### src/rtl/rs232_avalon_slave.sv
// rs232_avalon_slave: Avalon-MM slave 8N1 UART with RX data @0, TX data @4 and STATUS @8.
module rs232_avalon_slave #(
  parameter int CLKS_PER_BIT = 434
) (
  input  logic        avm_clk,
  input  logic        avm_rst_n,
  input  logic [4:0]  avs_address,
  input  logic        avs_read,
  output logic [31:0] avs_readdata,
  input  logic        avs_write,
  input  logic [31:0] avs_writedata,
  output logic        avs_waitrequest,
  input  logic        uart_rxd,
  output logic        uart_txd
);
  localparam int CW = $clog2(CLKS_PER_BIT);
  localparam logic [CW-1:0] LAST  = CW'(CLKS_PER_BIT - 1);
  localparam logic [CW-1:0] HALF1 = CW'(CLKS_PER_BIT / 2 - 1);
  typedef enum logic [1:0] {S_IDLE, S_START, S_DATA, S_STOP} state_t;
  state_t        r_rx_state, r_tx_state;
  logic          r_busy, r_rx_s1, r_rx_s2, r_rx_s3, r_rx_ready, r_ovr, r_ferr, r_txd;
  logic [31:0]   r_rdata;
  logic [CW-1:0] r_rx_cnt, r_tx_cnt;
  logic [2:0]    r_rx_idx, r_tx_idx;
  logic [7:0]    r_rx_shift, r_rx_data, r_tx_shift;
  logic          w_req, w_rd, w_wr, w_rx_clr, w_stat_clr, w_tx_ready, w_tx_load, w_rx_done, w_rx_good;
  logic [7:0]    w_status;
  logic [31:0]   w_rd_mux;
  assign w_req           = avs_read | avs_write;
  assign avs_waitrequest = w_req & ~r_busy;
  assign w_rd            = r_busy & avs_read;
  assign w_wr            = r_busy & avs_write & ~avs_read;
  assign w_rx_clr        = w_rd & (avs_address == 5'd0);
  assign w_stat_clr      = w_rd & (avs_address == 5'd8);
  assign w_tx_ready      = r_tx_state == S_IDLE;
  assign w_tx_load       = w_wr & (avs_address == 5'd4) & w_tx_ready;
  assign w_rx_done       = (r_rx_state == S_STOP) && (r_rx_cnt == LAST);
  assign w_rx_good       = w_rx_done & r_rx_s2;
  assign w_status        = {r_rx_ready, w_tx_ready, r_ovr, r_ferr, 4'b0};
  assign w_rd_mux        = avs_address == 5'd0 ? {24'b0, r_rx_data} :
                           avs_address == 5'd8 ? {24'b0, w_status} : 32'b0;
  assign avs_readdata    = r_rdata;
  assign uart_txd        = r_txd;
  // readdata is captured in the request cycle; side effects land at the completing edge
  always_ff @(posedge avm_clk or negedge avm_rst_n) begin
    if (!avm_rst_n) begin
      r_busy     <= 1'b0;
      r_rdata    <= 32'b0;
      r_rx_ready <= 1'b0;
      r_rx_data  <= 8'b0;
      r_ovr      <= 1'b0;
      r_ferr     <= 1'b0;
    end else begin
      r_busy     <= w_req & ~r_busy;
      if (avs_read & ~r_busy) r_rdata <= w_rd_mux;
      r_rx_ready <= w_rx_good | (r_rx_ready & ~w_rx_clr);
      if (w_rx_good) r_rx_data <= r_rx_shift;
      r_ovr      <= (w_rx_good & r_rx_ready & ~w_rx_clr) | (r_ovr & ~w_stat_clr);
      r_ferr     <= (w_rx_done & ~r_rx_s2) | (r_ferr & ~w_stat_clr);
    end
  end
  always_ff @(posedge avm_clk or negedge avm_rst_n) begin
    if (!avm_rst_n) begin
      {r_rx_s1, r_rx_s2, r_rx_s3} <= 3'b111;
      r_rx_state <= S_IDLE;
      r_rx_cnt   <= '0;
      r_rx_idx   <= 3'd0;
      r_rx_shift <= 8'b0;
    end else begin
      {r_rx_s1, r_rx_s2, r_rx_s3} <= {uart_rxd, r_rx_s1, r_rx_s2};
      case (r_rx_state)
        S_IDLE: if (r_rx_s3 & ~r_rx_s2) begin
          r_rx_state <= S_START;
          r_rx_cnt   <= '0;
        end
        S_START: if (r_rx_cnt == HALF1) begin
          r_rx_cnt   <= '0;
          r_rx_idx   <= 3'd0;
          r_rx_state <= r_rx_s2 ? S_IDLE : S_DATA;
        end else r_rx_cnt <= r_rx_cnt + CW'(1);
        S_DATA: if (r_rx_cnt == LAST) begin
          r_rx_cnt   <= '0;
          r_rx_shift <= {r_rx_s2, r_rx_shift[7:1]};
          r_rx_idx   <= r_rx_idx + 3'd1;
          if (r_rx_idx == 3'd7) r_rx_state <= S_STOP;
        end else r_rx_cnt <= r_rx_cnt + CW'(1);
        default: if (r_rx_cnt == LAST) begin
          r_rx_cnt   <= '0;
          r_rx_state <= S_IDLE;
        end else r_rx_cnt <= r_rx_cnt + CW'(1);
      endcase
    end
  end
  always_ff @(posedge avm_clk or negedge avm_rst_n) begin
    if (!avm_rst_n) begin
      r_tx_state <= S_IDLE;
      r_tx_cnt   <= '0;
      r_tx_idx   <= 3'd0;
      r_tx_shift <= 8'b0;
      r_txd      <= 1'b1;
    end else begin
      case (r_tx_state)
        S_IDLE: if (w_tx_load) begin
          r_tx_shift <= 8'(avs_writedata);
          r_txd      <= 1'b0;
          r_tx_cnt   <= '0;
          r_tx_state <= S_START;
        end
        S_START: if (r_tx_cnt == LAST) begin
          r_tx_cnt   <= '0;
          r_tx_idx   <= 3'd0;
          r_txd      <= r_tx_shift[0];
          r_tx_state <= S_DATA;
        end else r_tx_cnt <= r_tx_cnt + CW'(1);
        S_DATA: if (r_tx_cnt == LAST) begin
          r_tx_cnt <= '0;
          if (r_tx_idx == 3'd7) begin
            r_txd      <= 1'b1;
            r_tx_state <= S_STOP;
          end else begin
            r_tx_idx   <= r_tx_idx + 3'd1;
            r_txd      <= r_tx_shift[1];
            r_tx_shift <= r_tx_shift >> 1;
          end
        end else r_tx_cnt <= r_tx_cnt + CW'(1);
        default: if (r_tx_cnt == LAST) begin
          r_tx_cnt   <= '0;
          r_tx_state <= S_IDLE;
        end else r_tx_cnt <= r_tx_cnt + CW'(1);
      endcase
    end
  end
endmodule

### config.mk
export PLATFORM = sky130hd
export DESIGN_NAME = rs232_avalon_slave
export DESIGN_NICKNAME = d
export VERILOG_FILES = /design/src/rtl/rs232_avalon_slave.sv
export SDC_FILE = /design/constraint.sdc
export NUM_CORES = 1
export LEC_CHECK = 0
export CORE_ASPECT_RATIO = 1.4
export CORE_MARGIN = 3
export CORE_UTILIZATION = 55
export DETAILED_ROUTE_END_ITERATION = 10
export HOLD_SLACK_MARGIN = 0.08
export PLACE_DENSITY_LB_ADDON = 0.25
export RECOVER_POWER = 25
export SETUP_SLACK_MARGIN = 0.05
export SYNTH_ARGS = -nofsm -noshare
export SYNTH_HDL_FRONTEND = slang
export SYNTH_SLANG_ARGS = --single-unit
### constraint.sdc
create_clock -name avm_clk -period 3.5 [get_ports avm_clk]
set_clock_uncertainty 0.15 [all_clocks]
set_input_delay 0.7 -clock avm_clk [delete_from_list [all_inputs] [get_ports avm_clk]]
set_output_delay 0.7 -clock avm_clk [all_outputs]
set_load 0.03 [all_outputs]
After elaboration in Yosys (flattened, before gate mapping)
Index checks and enable logic that the tools add are counted.
- add/sub/neg operators: 4
- divide/modulo/power cells: 0
- magnitude comparators: 0
- eq/ne operators: 21
- bitwise operators: 26
- multiply operators: 0
- shift-type cells: 0
- multiplexer cells: 38
- reduce and logical (&&, ||, !) cells: 17
- operators by type and width (cell ; number):
    $mux 9 ; 6
    $mux 8 ; 5
    $mux 2 ; 11
    $add 9x1->9 const B ; 2
    $eq 9x9->1 const B ; 2
    $pmux 9 s2 ; 1
    $and 1x1->1 ; 17
    $ne 2x2->1 const B ; 8
    $pmux 8 s2 ; 1
    $mux 3 ; 5
    $pmux 2 s3 ; 2
    $pmux 3 s2 ; 2
    $reduce_and 4->1 ; 3
    $reduce_and 5->1 ; 2
    $eq 9x8->1 const B ; 1
    $reduce_bool 2->1 ; 4
    $add 3x1->3 const B ; 2
    $eq 2x2->1 const B ; 3
    $eq 3x3->1 const B ; 2
    $reduce_bool 3->1 ; 2
    $eq 5x3->1 const B ; 1
    $eq 5x4->1 const B ; 1
    $logic_not 5->1 ; 1
    $not 1->1 ; 5
    other kinds (9) ; 17
- logic and storage cells: 124
- ROM bits: 0
- latch bits: 0
- output and inout bits: 34
- register bits: 92
- memories: 0
- bits in writable memories: 0

Depth between registers and ports, before layout
Gate-level depths: netlist (run 1).
- depth in word-level cells: 6
- depth in mapped cells: 8
- mapped depth without buffers: 6

Worst setup path before layout (run 1)
No wires, ideal clock.
- path kind: input-to-reg
- from: in avs_address[1]
- to: reg r_tx_state[1]
- data arrival time: 2155 ps
- path buffers: 1
- cell stages on the path: 5
- required time: 3225 ps
- setup time: 125 ps
- slack: 1071 ps
- path through: or3_1 > clkbuf_2 > o31a_1 > a211oi_2 > mux2_2
- word-level cells in the longest chain between the ends: 5
- ends and longest elaborated chain (what ; RTL line ; source):
    start: declaration ; 7 ; input logic [4:0] avs_address,
    $eq 5x3->1 ; 36 ; assign w_tx_load = w_wr & (avs_address == 5'd4) & w_tx_ready;
    $and 1x1->1 (2 in series) ; 36 ;
    $ne 2x1->1 (no source line) ; n/a ;
    $reduce_and 5->1 (no source line) ; n/a ;
    end signal: assignment ; 96 ; r_tx_state <= S_IDLE;
    end signal: assignment ; 107 ; r_tx_state <= S_START;
    end signal: assignment ; 113 ; r_tx_state <= S_DATA;
    end: declaration ; 20 ; state_t r_rx_state, r_tx_state;
No other way between the ends.
A chain may end at the register's enable or synchronous reset.

Worst setup path after layout (run 1)
- from: in avs_read
- to: out avs_waitrequest
- word-level cells in the longest chain between the ends: 2
- ends and longest elaborated chain (what ; RTL line ; source):
    start: declaration ; 8 ; input logic avs_read,
    $or 1x1->1 ; 29 ; assign w_req = avs_read | avs_write;
    $and 1x1->1 ; 30 ; assign avs_waitrequest = w_req & ~r_busy;
    end: declaration ; 12 ; output logic avs_waitrequest,
No other way between the ends.

==> impl_results.md, run 1 <==
* Clock slew at reported path FFs at 0.07 ns
* Post-CTS Hold Fix Bufs at 0
* EDFF count, synth at 0
* Post-Place Cells at 438
* Post_cts resized at 0
* Synth Area in Compound Gates at 16.9%
* Fin crit period at 3.06 ns
* Number of global-route vias before repair at 2502
* Final hold viol count at 0
* DRT antenna net count at 0
* CTS sink cnt at 68
* IO Count at 76
* Initial antenna violation count at 0
* # setup viols final at 0
* CTS tree: built
* Core Region at 6300 µm²
* H-tree depth at 3
* FFs w/ async S/R, synth at 100%
* Mean Syn Cell Area at 10.5 µm²
* Final wirelength at 7000 µm
* Fmax at 0.326 GHz
* CTS max path bufs at 2
* Routed wire per std cell at 15.5 µm
* Post-synthesis mux area share at 7.39%
* Critical Path RT at 2.65 ns
* Final std cells w/o fill at 452
* Failing checks: max-capacitance violations, max-slew violations
* Fillers at 496
* Mapped Area at 3610 µm²
* Most frequent cell after synthesis: dfrtp_1
* Overflow after GRT at 0
* Skew-Pair Late Insertion Delay at 0.34 ns
* Synth top area share at 44.4%
* Syn. warnings at 0
* Share of post-route cells with drive strength above 1 at 14.2%
* Post-Synth XOR/XNOR Area at 0.243%
* Fin nets at 432
* Gr usage total at 20.1%
* Worst-Margin Slew at 1.62 ns
* Status: complete, but fails checks
* Final Util at 64.4%
* PortBufs at 27
* GPL Wtd Cong at 0.829
* Buffer count from post-CTS setup fixing at 0
* DIE AREA at 7580 µm²
* Core Rows at 34
* Min-Delay Path Depth at 0
* Setup TNS at 0 ns
* Cells after Synth at 344
* Max_cap viols at 1
* CTS root buf: clkbuf_8
* Ant diodes at 0
* Final instance area at 4050 µm²
* Layout area overhead at 12.4%
* Post-synth top cells: dfrtp_1, nand2_1, o21ai_0, buf_4, mux2_2
* DRT iter0 DRCs at 155
* R2r worst-path depth at 6
* First-pass GRT wire length at 11700 µm
* Post-place setup slack at 0.469 ns
* Lkg Pwr at 1.79 nW
* Footprint of the multi-input gates at 1730 µm²
* Drt pass-1 iters at 6
* Worst VDD drop at 308 µV
* Crit. End Element: output pin
* Initial Util at 57.3%
* Routed via count at 2590
* DP Wirelength at 5010 µm
* Vias/cell at 5.73
* Synthesized flop and latch total at 68
* Fin crit share at 87.5%
* Fin worst setup slack at 0.436 ns
* Slew margin rel. at -7.68%
* Worst Hold Class: reg -> reg
* Largest cells by area after synthesis: dfrtp_1, mux2_2, buf_4
* Hold_ws at 0.213 ns
* Sequential area share after synthesis at 47.3%
* Primary FF master, synth: dfrtp_1
* TritonCTS buffer count at 9
* Area taken by flip-flops and latches at 1710 µm²
* Worst EP arrival at 2.21 ns
* Synth area leader: dfrtp_1
* Largest net degree at the start of global routing at 39
* RSZ-0062 raised after global routing: false
* DRC viols at 0
* Dpl cell area at 3880 µm²
* Post-synthesis simple-gate area fraction at 16.3%
* Max-slew violation total from the final report at 32
* Die Width at 74.4 µm
* Crit start category: input pin
* Adder-cell share of the synthesized area at 4.51%
* Unique masters post-synth at 55
* Chip Height at 102 µm
* Tot Pwr at 1.83 mW
* Combinational family with the most area after synthesis: compound AO/OA/AOI/OAI gates
* Crit Path Class: in -> out
* Crit-path max FO at 5
* Pwr dens at 451 nW/µm²
## power breakdown
part           total, mW  internal (mW)  switching, mW
combinational      0.291          0.104          0.188
clock              0.628          0.359          0.269
sequential         0.908          0.833         0.0746
total               1.83           1.30          0.531
## per-layer routing
| layer | global-route usage [%] | vias to the layer above | wire, µm | part of all wire, % |
|---|---|---|---|---|
| li1 | - | 1269 | - | - |
| met1 | 25.6 | 1249 | 3080 | 44 |
| met2 | 32.6 | 67 | 3560 | 51 |
| met3 | 3.28 | 5 | 304 | 4.3 |
| met4 | 10.3 | 0 | 52 | 0.74 |
| met5 | 0 | - | 0 | 0 |
## final timing paths
kind,to,start,slack [ns]
max,avs_waitrequest,avs_read,0.44
min,r_rx_s2,r_rx_s1,0.21
max reg2reg,r_tx_shift[3],r_tx_state[0],1.02
min reg2reg,r_rx_s2,r_rx_s1,0.21
max in group asynchronous,r_tx_shift[6],avm_rst_n,0.89
min in group asynchronous,avs_readdata[6],avm_rst_n,0.61
## state kept, by name (all words and copies together) (netlist names)
signal	count
uart_txd	1
r_ovr	1
r_rx_state	2
r_rx_cnt	9
r_rx_shift	8
r_tx_cnt	9
r_rx_s3	1
r_rx_idx	3
r_tx_idx	3
r_ferr	1
r_rx_ready	1
r_tx_shift	8
r_rx_s2	1
r_tx_state	2
r_rx_s1	1
r_rx_data	8
avs_readdata	8
r_busy	1
## cells in the final DEF (no fill, tap or decap), types with 6 or more instances in the layout
cell type        Yosys  routed
a21oi_1              6       6
mux2_2              21      21
o21ai_0             33      33
o221a_2              7       7
clkbuf_8             0      11
nand3_1              7       7
inv_1               11      11
ha_1                13      13
a22o_1               6       6
nand2_1             40      40
nand2b_1             8       8
o211ai_1             7       7
clkdlybuf4s50_1      0      25
conb_1               1      24
nor3_1               7       7
dfrtp_1             64      64
nor2_1              10      10
## kinds of logic after synthesis
| logic type | after synthesis |
|---|---|
| compound gates | 88 |
| xor+xnor | 1 |
| fa+ha+maj | 13 |
| buf+inv | 44 |
| flops | 68 |
| mux | 24 |
| other cells | 1 |
| simple gates | 105 |
## layout make-up
type	instances	area share, %
Inverter	11	1.02
Sequential cell	68	42.1
Multi-Input combinational cell	255	42.6
Tap cell	72	2.22
Clock inverter	2	0.864
Clock buffer	12	3.83
Timing Repair Buffer	32	7.38
## critical path, stage by stage
cell	delay [ns]
clkdlybuf4s50_1	0.56
nor2_1	0.06
nor2_1	0.18
clkdlybuf4s50_1	0.71
No activity file was read; power rests on OpenSTA's default activity.
==> inputs of run 2 (changes only) <==
--- a/config.mk
+++ b/config.mk
@@ -7,8 +7,10 @@
 export LEC_CHECK = 0
 export CORE_ASPECT_RATIO = 1.4
 export CORE_MARGIN = 3
-export CORE_UTILIZATION = 55
+export CORE_UTILIZATION = 40
+export CTS_CLUSTER_SIZE = 28
 export DETAILED_ROUTE_END_ITERATION = 10
+export GPL_TIMING_DRIVEN = 0
 export HOLD_SLACK_MARGIN = 0.08
 export PLACE_DENSITY_LB_ADDON = 0.25
 export RECOVER_POWER = 25
==> run 2 against run 1 <==
Against the previous run:
- the flow still finishes with violations (max-capacitance violations, max-slew violations)
- combinational power increased by 18%
- total power increased by 16%
- sequential power decreased by 2.3%
- via count increased by 4.1%
- utilization decreased by 14 points
- worst setup slack improved by 0.042 ns
- maximum frequency increased by 1.4%
- non-clock buffer count increased by 28
- global-route usage decreased by 4.7 points
- count of clock-buffer cells in the layout decreased by 2
- largest cell class unchanged
==> impl_results.md, run 2 (synthesized netlist as in run 1, its figures left out) <==
* Largest registers: r_rx_cnt x9, r_tx_cnt x9
* Slew margin rel. at -10.7%
* Worst EP arrival at 2.17 ns
* Skew-Pair Late Insertion Delay at 0.34 ns
* Failing checks: max-capacitance violations, max-slew violations
* Final wirelength at 7210 µm
* Post-place setup slack at 0.473 ns
* PortBufs at 27
* Origin of the worst min-delay path: r_rx_s1
* Crit. End Element: output pin
* Fmax at 0.331 GHz
* Buffer count from post-CTS setup fixing at 0
* Gr usage total at 15.4%
* Crit Path Class: in -> out
* H-tree depth at 3
* DRT antenna net count at 0
* Post_cts resized at 0
* CTS tree: built
* Routed wire per std cell at 14.0 µm
* Initial Util at 41.6%
* Footprint of the multi-input gates at 1730 µm²
* DRC viols at 0
* CTS max path bufs at 2
* Overflow after GRT at 0
* DRT iter0 DRCs at 89
* Layout area overhead at 21.5%
* Crit-path max FO at 5
* Final hold viol count at 0
* Area taken by flip-flops and latches at 1710 µm²
* Max-slew violation total from the final report at 69
* Hold_ws at 0.215 ns
* CTS root buf: clkbuf_16
* Fin crit period at 3.02 ns
* Largest net degree at the start of global routing at 69
* Fin worst setup slack at 0.478 ns
* Routed via count at 2696
* Chip Height at 118 µm
* Critical Path Start: avs_read
* Max_cap viols at 1
* Worst VDD drop at 417 µV
* Critical Path RT at 2.65 ns
* Vias/cell at 5.23
* Core Region at 8660 µm²
* Share of post-route cells with drive strength above 1 at 19.3%
* GPL Wtd Cong at 0.823
* Fillers at 784
* Worst-Margin Slew at 1.66 ns
* Final Util at 50.6%
* # setup viols final at 0
* DIE AREA at 10200 µm²
* Core Rows at 40
* Most common cell after layout, fill and taps aside: dfrtp_1
* Worst flop-to-flop path startpoint: r_rx_cnt[0]
* Ant diodes at 0
* Fin nets at 460
* Worst Hold Class: reg -> reg
* Drt pass-1 iters at 4
* Lkg Pwr at 1.96 nW
* Status: complete, but fails checks
* First-pass GRT wire length at 12500 µm
* Initial antenna violation count at 0
* TritonCTS buffer count at 9
* Number of global-route vias before repair at 2618
* IO Count at 76
* Pwr dens at 483 nW/µm²
* Post-Place Cells at 499
* Crit start category: input pin
* Clock slew at reported path FFs at 0.05 ns
* Fin crit share at 86.3%
* RSZ-0062 raised after global routing: false
* Post-CTS Hold Fix Bufs at 0
* Final std cells w/o fill at 515
* CTS sink cnt at 68
* Die Width at 86.2 µm
* DP Wirelength at 5130 µm
* Commonest cells after routing, fill and taps aside: dfrtp_1, nand2_1, o21ai_0
==> run 2: cell count changes in the layout (fill, tap and decap cells not counted), sizes merged <==
cell      delta
clkinvlp     +1
clkinv       +3
buf         +21
clkbuf       +5
==> run 2: worst max-delay path, cell delays in order <==
cell,delay (ns)
clkdlybuf4s50_1,0.55
nor2_1,0.06
nor2_1,0.13
clkdlybuf4s50_1,0.72
==> run 2: final timing paths <==
path	to	slack, ns	depth (start not counted)
worst max-delay path	avs_waitrequest	0.48	4
worst min-delay path	r_rx_s2	0.21	0
worst max register to register	r_rx_cnt[7]	1.03	6
worst min register to register	r_rx_s2	0.21	0
max in group asynchronous	r_tx_shift[0]	1.56	1
min in group asynchronous	r_tx_shift[3]	0.64	1
==> run 2: metal layers <==
metal | up-vias | GRT usage [%] | share of wire (%) | routed length, µm
met5 | - | 0 | 0 | 0
met4 | 0 | 6.14 | 1.7 | 121
met3 | 12 | 5.16 | 6.2 | 448
met2 | 70 | 25.0 | 50 | 3590
met1 | 1285 | 18.7 | 42 | 3050
li1 | 1329 | - | - | -
==> run 2: cell type report <==
type,count,share of cell area (%)
clock buffer,10,5.22
sequential,68,38.9
multi-input combinational,255,39.4
inverter,11,0.942
timing repair buffer,27,6.05
buffer,33,4.97
clock inverter,6,1.48
tap,105,3.00
==> run 2: through the flow <==
stage	power [mW]	instance area (µm²)	setup TNS, ns
floorplan	1.14	3690	0
global placement	1.23	4090	-44.78
detailed placement	1.24	4090	0
CTS	2.15	4390	0
global route	2.24	4380	0
finish	2.12	4380	0
==> run 2: where the power goes <==
group	switching [mW]	internal, mW
registers	0.0535	0.834
clock network	0.335	0.550
logic	0.216	0.127
==> variant 1, RTL diff (flow settings as in run 1) <==
Set the parameter `CLKS_PER_BIT` to 108 (it was 434).
--- a/src/rtl/rs232_avalon_slave.sv
+++ b/src/rtl/rs232_avalon_slave.sv
@@ -1,6 +1,6 @@
 // rs232_avalon_slave: Avalon-MM slave 8N1 UART with RX data @0, TX data @4 and STATUS @8.
 module rs232_avalon_slave #(
-  parameter int CLKS_PER_BIT = 434
+  parameter int CLKS_PER_BIT = 108
 ) (
   input  logic        avm_clk,
   input  logic        avm_rst_n,
Formal check against the unedited RTL: same outputs for any inputs over 10 cycles, from zero or initial values and one cycle with avm_rst_n low; that may be too few to reach the edited logic, so the function may still have changed.
==> variant 1 against run 1 <==
Clock power shrank 4.0%. Critical endpoint unchanged. Critical path type unchanged. Largest cell class is now registers. Die area shrank 7.2%. Power shrank 3.5%. Synthesized area down 7.8%. Routed wire length down 14%. Sequential cell count decreased by 4. Cell area decreased by 8.0%. Worst setup slack got worse by 0.017 ns.
==> variant 1: results (changes against run 1) <==
stage,metric,value,unit,change
status,outcome,"finished, final reports clean",,
clock_network,clockBufferDepth,2,,unchanged
clock_network,ctsResizeCount,0,,unchanged
clock_network,cts_setup_buffers,0,,unchanged
sta,period_share,88.0,%,+0.48 points
setup_path,reg2reg_from,r_tx_state[0],,
route,drt-initial-drc-count,191,,+23%
synthesis,synth_flop_cell,dfrtp_1,,
synthesis,yosysWarnings,0,,unchanged
power,p_leak,1.72,nW,-3.6%
setup_path,ff2ff_setup_slack,1.14,ns,+0.12 ns
setup_path,cp_max_fo,5,,unchanged
grt,grt_pass1_vias,2292,,-8.4%
setup_path,regToRegEndpoint,r_tx_state[1],,
setup_path,reg2reg_depth,6,,unchanged
placement,placed_area,0.00355,mm²,-8.5%
synthesis,yosysSeqAreaShare,48.3,%,+0.98 points
grt,antenna_found_initial,0,,unchanged
grt,grt_usage,19.2,%,-0.88 points
power,vdd_drop_max,0.000317,V,+2.7%
route,wl_per_cell,15.0,µm,-3.4%
synthesis,synth_commonest_cells,"dfrtp_1 (60), mux2_2 (34), nand2_1 (31), buf_4 (24), o21ai_0 (16)",,
clock_network,clockRootBuffer,clkbuf_8,,
clock_network,cts.clk_slew.worst_paths,0.07,ns,about the same
sta,worst_slew_pin_slew,1.28,ns,-0.336 ns
finish,fillers,442,,-11%
finish,drive_gt1_share,18.5,%,+4.2 points
route,post_drt_via_cell_ratio,5.69,,-0.73%
clock_network,insertion_delay,0.34,ns,about the same
route,routed_wl,6040,µm,-14%
placement,routabilityCongestion,0.852,,+2.8%
placement,dp_cells,389,,-11%
synthesis,synth.area.top_cells,"dfrtp_1 (45%), mux2_2 (12%), buf_4 (5.4%)",,
placement,place_ws,0.498,ns,+0.0285 ns
clock_network,cts_made_buffers,9,,unchanged
placement,hpwlAfterDp,4430,µm,-12%
route,dr.pass1.iters,4,,-2
finish,n_antenna_cell,0,,unchanged
synthesis,synth_area_per_cell,10.9,µm²,+4.0%
setup_path,worstPathArrival,2.23,ns,+0.02 ns
grt,grt_pass1_wl,10700,µm,-8.4%
synthesis,synth.distinct_cells,53,,-3.6%
grt,grt_max_degree,41,,+5.1%
setup_path,slowest_delay,0.70,ns,
setup_path,cp_top_family,buffers and inverters,,
hold_path,hold_class,reg -> reg,,
clock_network,htree_levels,3,,unchanged
## variant 1: final cells by class
cell class	count	area, µm²	area share, %
Sequential cell	64	1610	43.1
Multi-Input combinational cell	220	1550	41.5
Timing Repair Buffer	29	277	7.41
Clock buffer	10	128	3.42
Tap cell	68	85.1	2.28
Clock inverter	5	57.6	1.54
Inverter	8	30.0	0.805
## variant 1: worst min-delay path by stage
stage	end	depth (start not counted)	start	slack, ns
6_report	r_rx_s2	0	r_rx_s1	0.22
5_1_grt	r_rx_s2	0	r_rx_s1	0.22
4_1_cts	r_tx_idx[1]	1	avm_rst_n	0.19
3_5_place_dp	r_rx_s2	0	r_rx_s1	0.20
3_3_place_gp	r_rx_s2	0	r_rx_s1	0.20
2_1_floorplan	r_rx_s2	0	r_rx_s1	0.20
## variant 1: cell families after synthesis
group | share of synthesized area [%]
other | 0.113
muxes | 12.8
xor gates and xnor gates | 0.263
and+or+nand+nor | 12.3
DFF | 48.3
AOI/OAI and AO/OA | 14.4
buffers and inverters | 7.79
adders and majority gates | 4.14
## variant 1: power breakdown
| part | internal [mW] | switching [mW] | total [mW] |
|---|---|---|---|
| sequential | 0.790 | 0.0818 | 0.872 |
| clock | 0.326 | 0.277 | 0.603 |
| combinational | 0.109 | 0.180 | 0.289 |
## variant 1: per-stage QoR
stage                     hold WS (ns)  utilization (%)  power (mW)
final                            0.217             65.6        1.76
after global routing             0.222             65.6        1.87
after CTS                        0.191             65.7        1.78
after detailed placement         0.201             62.4        1.17
after global placement           0.196             62.4        1.16
after floorplan                  0.195                -        1.10
## variant 1: routing by layer
layer  wire length (µm)  global-route usage (%)  share of wire [%]
met5                  0                       0                  0
met4                 95                    6.51                1.6
met3                288                    5.05                4.8
met2               3070                    31.7                 51
met1               2590                    24.3                 43
==> variant 2, RTL diff (config.mk and constraints of run 1) <==
Without the edit above. Reset style: synchronous (`avm_rst_n`), changed in 3 clocked blocks.
--- a/src/rtl/rs232_avalon_slave.sv
+++ b/src/rtl/rs232_avalon_slave.sv
@@ -42,7 +42,7 @@
   assign avs_readdata    = r_rdata;
   assign uart_txd        = r_txd;
   // readdata is captured in the request cycle; side effects land at the completing edge
-  always_ff @(posedge avm_clk or negedge avm_rst_n) begin
+  always_ff @(posedge avm_clk) begin
     if (!avm_rst_n) begin
       r_busy     <= 1'b0;
       r_rdata    <= 32'b0;
@@ -59,7 +59,7 @@
       r_ferr     <= (w_rx_done & ~r_rx_s2) | (r_ferr & ~w_stat_clr);
     end
   end
-  always_ff @(posedge avm_clk or negedge avm_rst_n) begin
+  always_ff @(posedge avm_clk) begin
     if (!avm_rst_n) begin
       {r_rx_s1, r_rx_s2, r_rx_s3} <= 3'b111;
       r_rx_state <= S_IDLE;
@@ -91,7 +91,7 @@
       endcase
     end
   end
-  always_ff @(posedge avm_clk or negedge avm_rst_n) begin
+  always_ff @(posedge avm_clk) begin
     if (!avm_rst_n) begin
       r_tx_state <= S_IDLE;
       r_tx_cnt   <= '0;
Formal check against the unedited RTL: differs if avm_rst_n is asserted again (counterexample within 4 cycles, from zero or initial values and one cycle with avm_rst_n low); with avm_rst_n held inactive, the same outputs for 10 cycles.
==> variant 2 against run 1 <==
The run still ends with capacitance limit, slew limit left. Sequential cell count unchanged. Sequential power is 9.6% lower. Count of clock-buffer cells in the layout down 2. Core utilization decreased by 0.92 points. Power down 10%. Synthesized area decreased by 1.1%. Routed wire length increased by 3.9%. Via count rose by 15%. Worst setup slack got worse by 0.00051 ns. Register-to-register slack improved by 0.03 ns. Die area decreased by 0.99%. Combinational power down 16%. Cell area fell by 2.1%. Sequential share of layout area down 7.8 points. Largest power group unchanged.
==> variant 2: results (changes against run 1) <==
stage,metric,value,unit,change
placement,place_ws,0.452,ns,-0.0172 ns
placement,routabilityCongestion,0.801,,-3.4%
grt,grt_pass1_wl,12100,µm,+3.4%
route,routed_wl,7270,µm,+3.9%
sta,worst_slew_pin_slew,1.75,ns,+0.138 ns
status,outcome,"complete, but fails checks",,
clock_network,ctsResizeCount,0,,unchanged
setup_path,worstPathArrival,2.21,ns,about the same
finish,layoutNonFillerInstCount,521,,+15%
setup_path,cp_top_family,buffers and inverters,,
finish,nNetsFinal,499,,+16%
route,post_drt_via_cell_ratio,5.74,,+0.19%
finish,n_antenna_cell,0,,unchanged
clock_network,htree_levels,3,,unchanged
job,drv_cap,1,,unchanged
grt,grt_usage,20.4,%,+0.33 points
placement,placed_area,0.00380,mm²,-2.0%
power,vdd_drop_max,0.000268,V,-13%
placement,portBuffers,27,,unchanged
status,violations,"capacitance limit, slew limit",,
grt,grt_pass1_vias,2804,,+12%
placement,hpwlAfterDp,5150,µm,+2.8%
route,drt-initial-drc-count,136,,-12%
clock_network,clockBufferDepth,2,,unchanged
synthesis,synth_area_per_cell,8.39,µm²,-20%
grt,grt_max_degree,44,,+13%
setup_path,slowest_stage,clkdlybuf4s50_1,,
setup_path,slowest_delay,0.67,ns,-0.04 ns
synthesis,yosysWarnings,0,,unchanged
synthesis,synth.distinct_cells,52,,-5.5%
grt,grt-ovfl-total,0,,unchanged
route,dr.pass1.iters,4,,-2
placement,dp_cells,505,,+15%
power,p_leak,1.45,nW,-19%
clock_network,clockRootBuffer,clkbuf_8,,
hold_path,hold_class,reg -> reg,,
sta,slew_violations,44,,+38%
synthesis,async_reset_ff_share,0,%,-100 points
clock_network,cts.clk_slew.worst_paths,0.07,ns,about the same
synthesis,synth_edf_count,0,,unchanged
clock_network,insertion_delay,0.34,ns,about the same
clock_network,cts_setup_buffers,0,,unchanged
synthesis,synth.area.top_cells,"dfxtp_1 (38%), mux2i_1 (9.5%), nand2_1 (5.6%)",,
grt,antenna_found_initial,0,,unchanged
finish,syn_to_final_growth,11.3,%,
setup_path,cp_max_fo,6,,+1
clock_network,cts_made_buffers,9,,unchanged
finish,fillers,550,,+11%
synthesis,yosysSeqAreaShare,38.2,%,-9.2 points
finish,drive_gt1_share,6.68,%,-7.5 points
synthesis,synth_commonest_cells,"dfxtp_1 (68), nand2_1 (53), mux2i_1 (34), a21oi_1 (33), nor2_1 (27)",,
finish,biggestRegsByFlops,"r_rx_cnt x9, r_tx_cnt x9",,
[variant 2: cell count changes in the layout (fill, tap and decap cells not counted), sizes merged, moves of 13 or more]
cell	before	now
a21oi	6	33
dfrtp	64	0
dfxtp	0	68
mux2	21	0
mux2i	3	34
nand2	40	53
nor2	10	27
o21ai	33	17
[variant 2: layer usage]
layer	vias up	routed length (µm)	global-route usage, %
met5	-	0	0
met4	0	138	9.34
met3	10	217	2.88
met2	40	3770	36.0
met1	1435	3150	23.9
li1	1506	-	-
[variant 2: power by group]
group	total [mW]	switching, mW	internal (mW)	leakage [nW]
Sequential	0.821	0.0246	0.797	0.549
Clock	0.578	0.304	0.275	0.0920
Combinational	0.244	0.159	0.0845	0.804
Total	1.64	0.487	1.16	1.45
[variant 2: cells by family after synthesis]
| kind of cell | after synthesis | synth area share, % |
|---|---|---|
| AND/OR/NAND/NOR | 144 | 19.7 |
| AO/OA/AOI/OAI | 98 | 18.2 |
| flip-flops | 68 | 38.2 |
| buffers and inverters | 67 | 9.79 |
| multiplexers | 34 | 9.54 |
| adder cells (fa/ha/maj) | 13 | 4.56 |
| other | 1 | 0.105 |
[variant 2: worst paths after layout]
path	startpoint	to	slack, ns	cells after the start
worst max-delay path	avs_read	avs_waitrequest	0.44	4
worst min-delay path	r_rx_s1	r_rx_s2	0.26	1
worst max register to register	r_tx_state[0]	r_tx_shift[2]	1.05	6
worst min register to register	r_rx_s1	r_rx_s2	0.26	1
[variant 2: area by class of cell]
| type | instances | share of cell area [%] |
|---|---|---|
| multi-input combinational | 313 | 49.3 |
| sequential | 68 | 34.3 |
| clock inverter | 6 | 1.01 |
| clock buffer | 10 | 3.47 |
| tap | 72 | 2.27 |
| timing repair buffer | 35 | 8.04 |
| inverter | 17 | 1.61 |
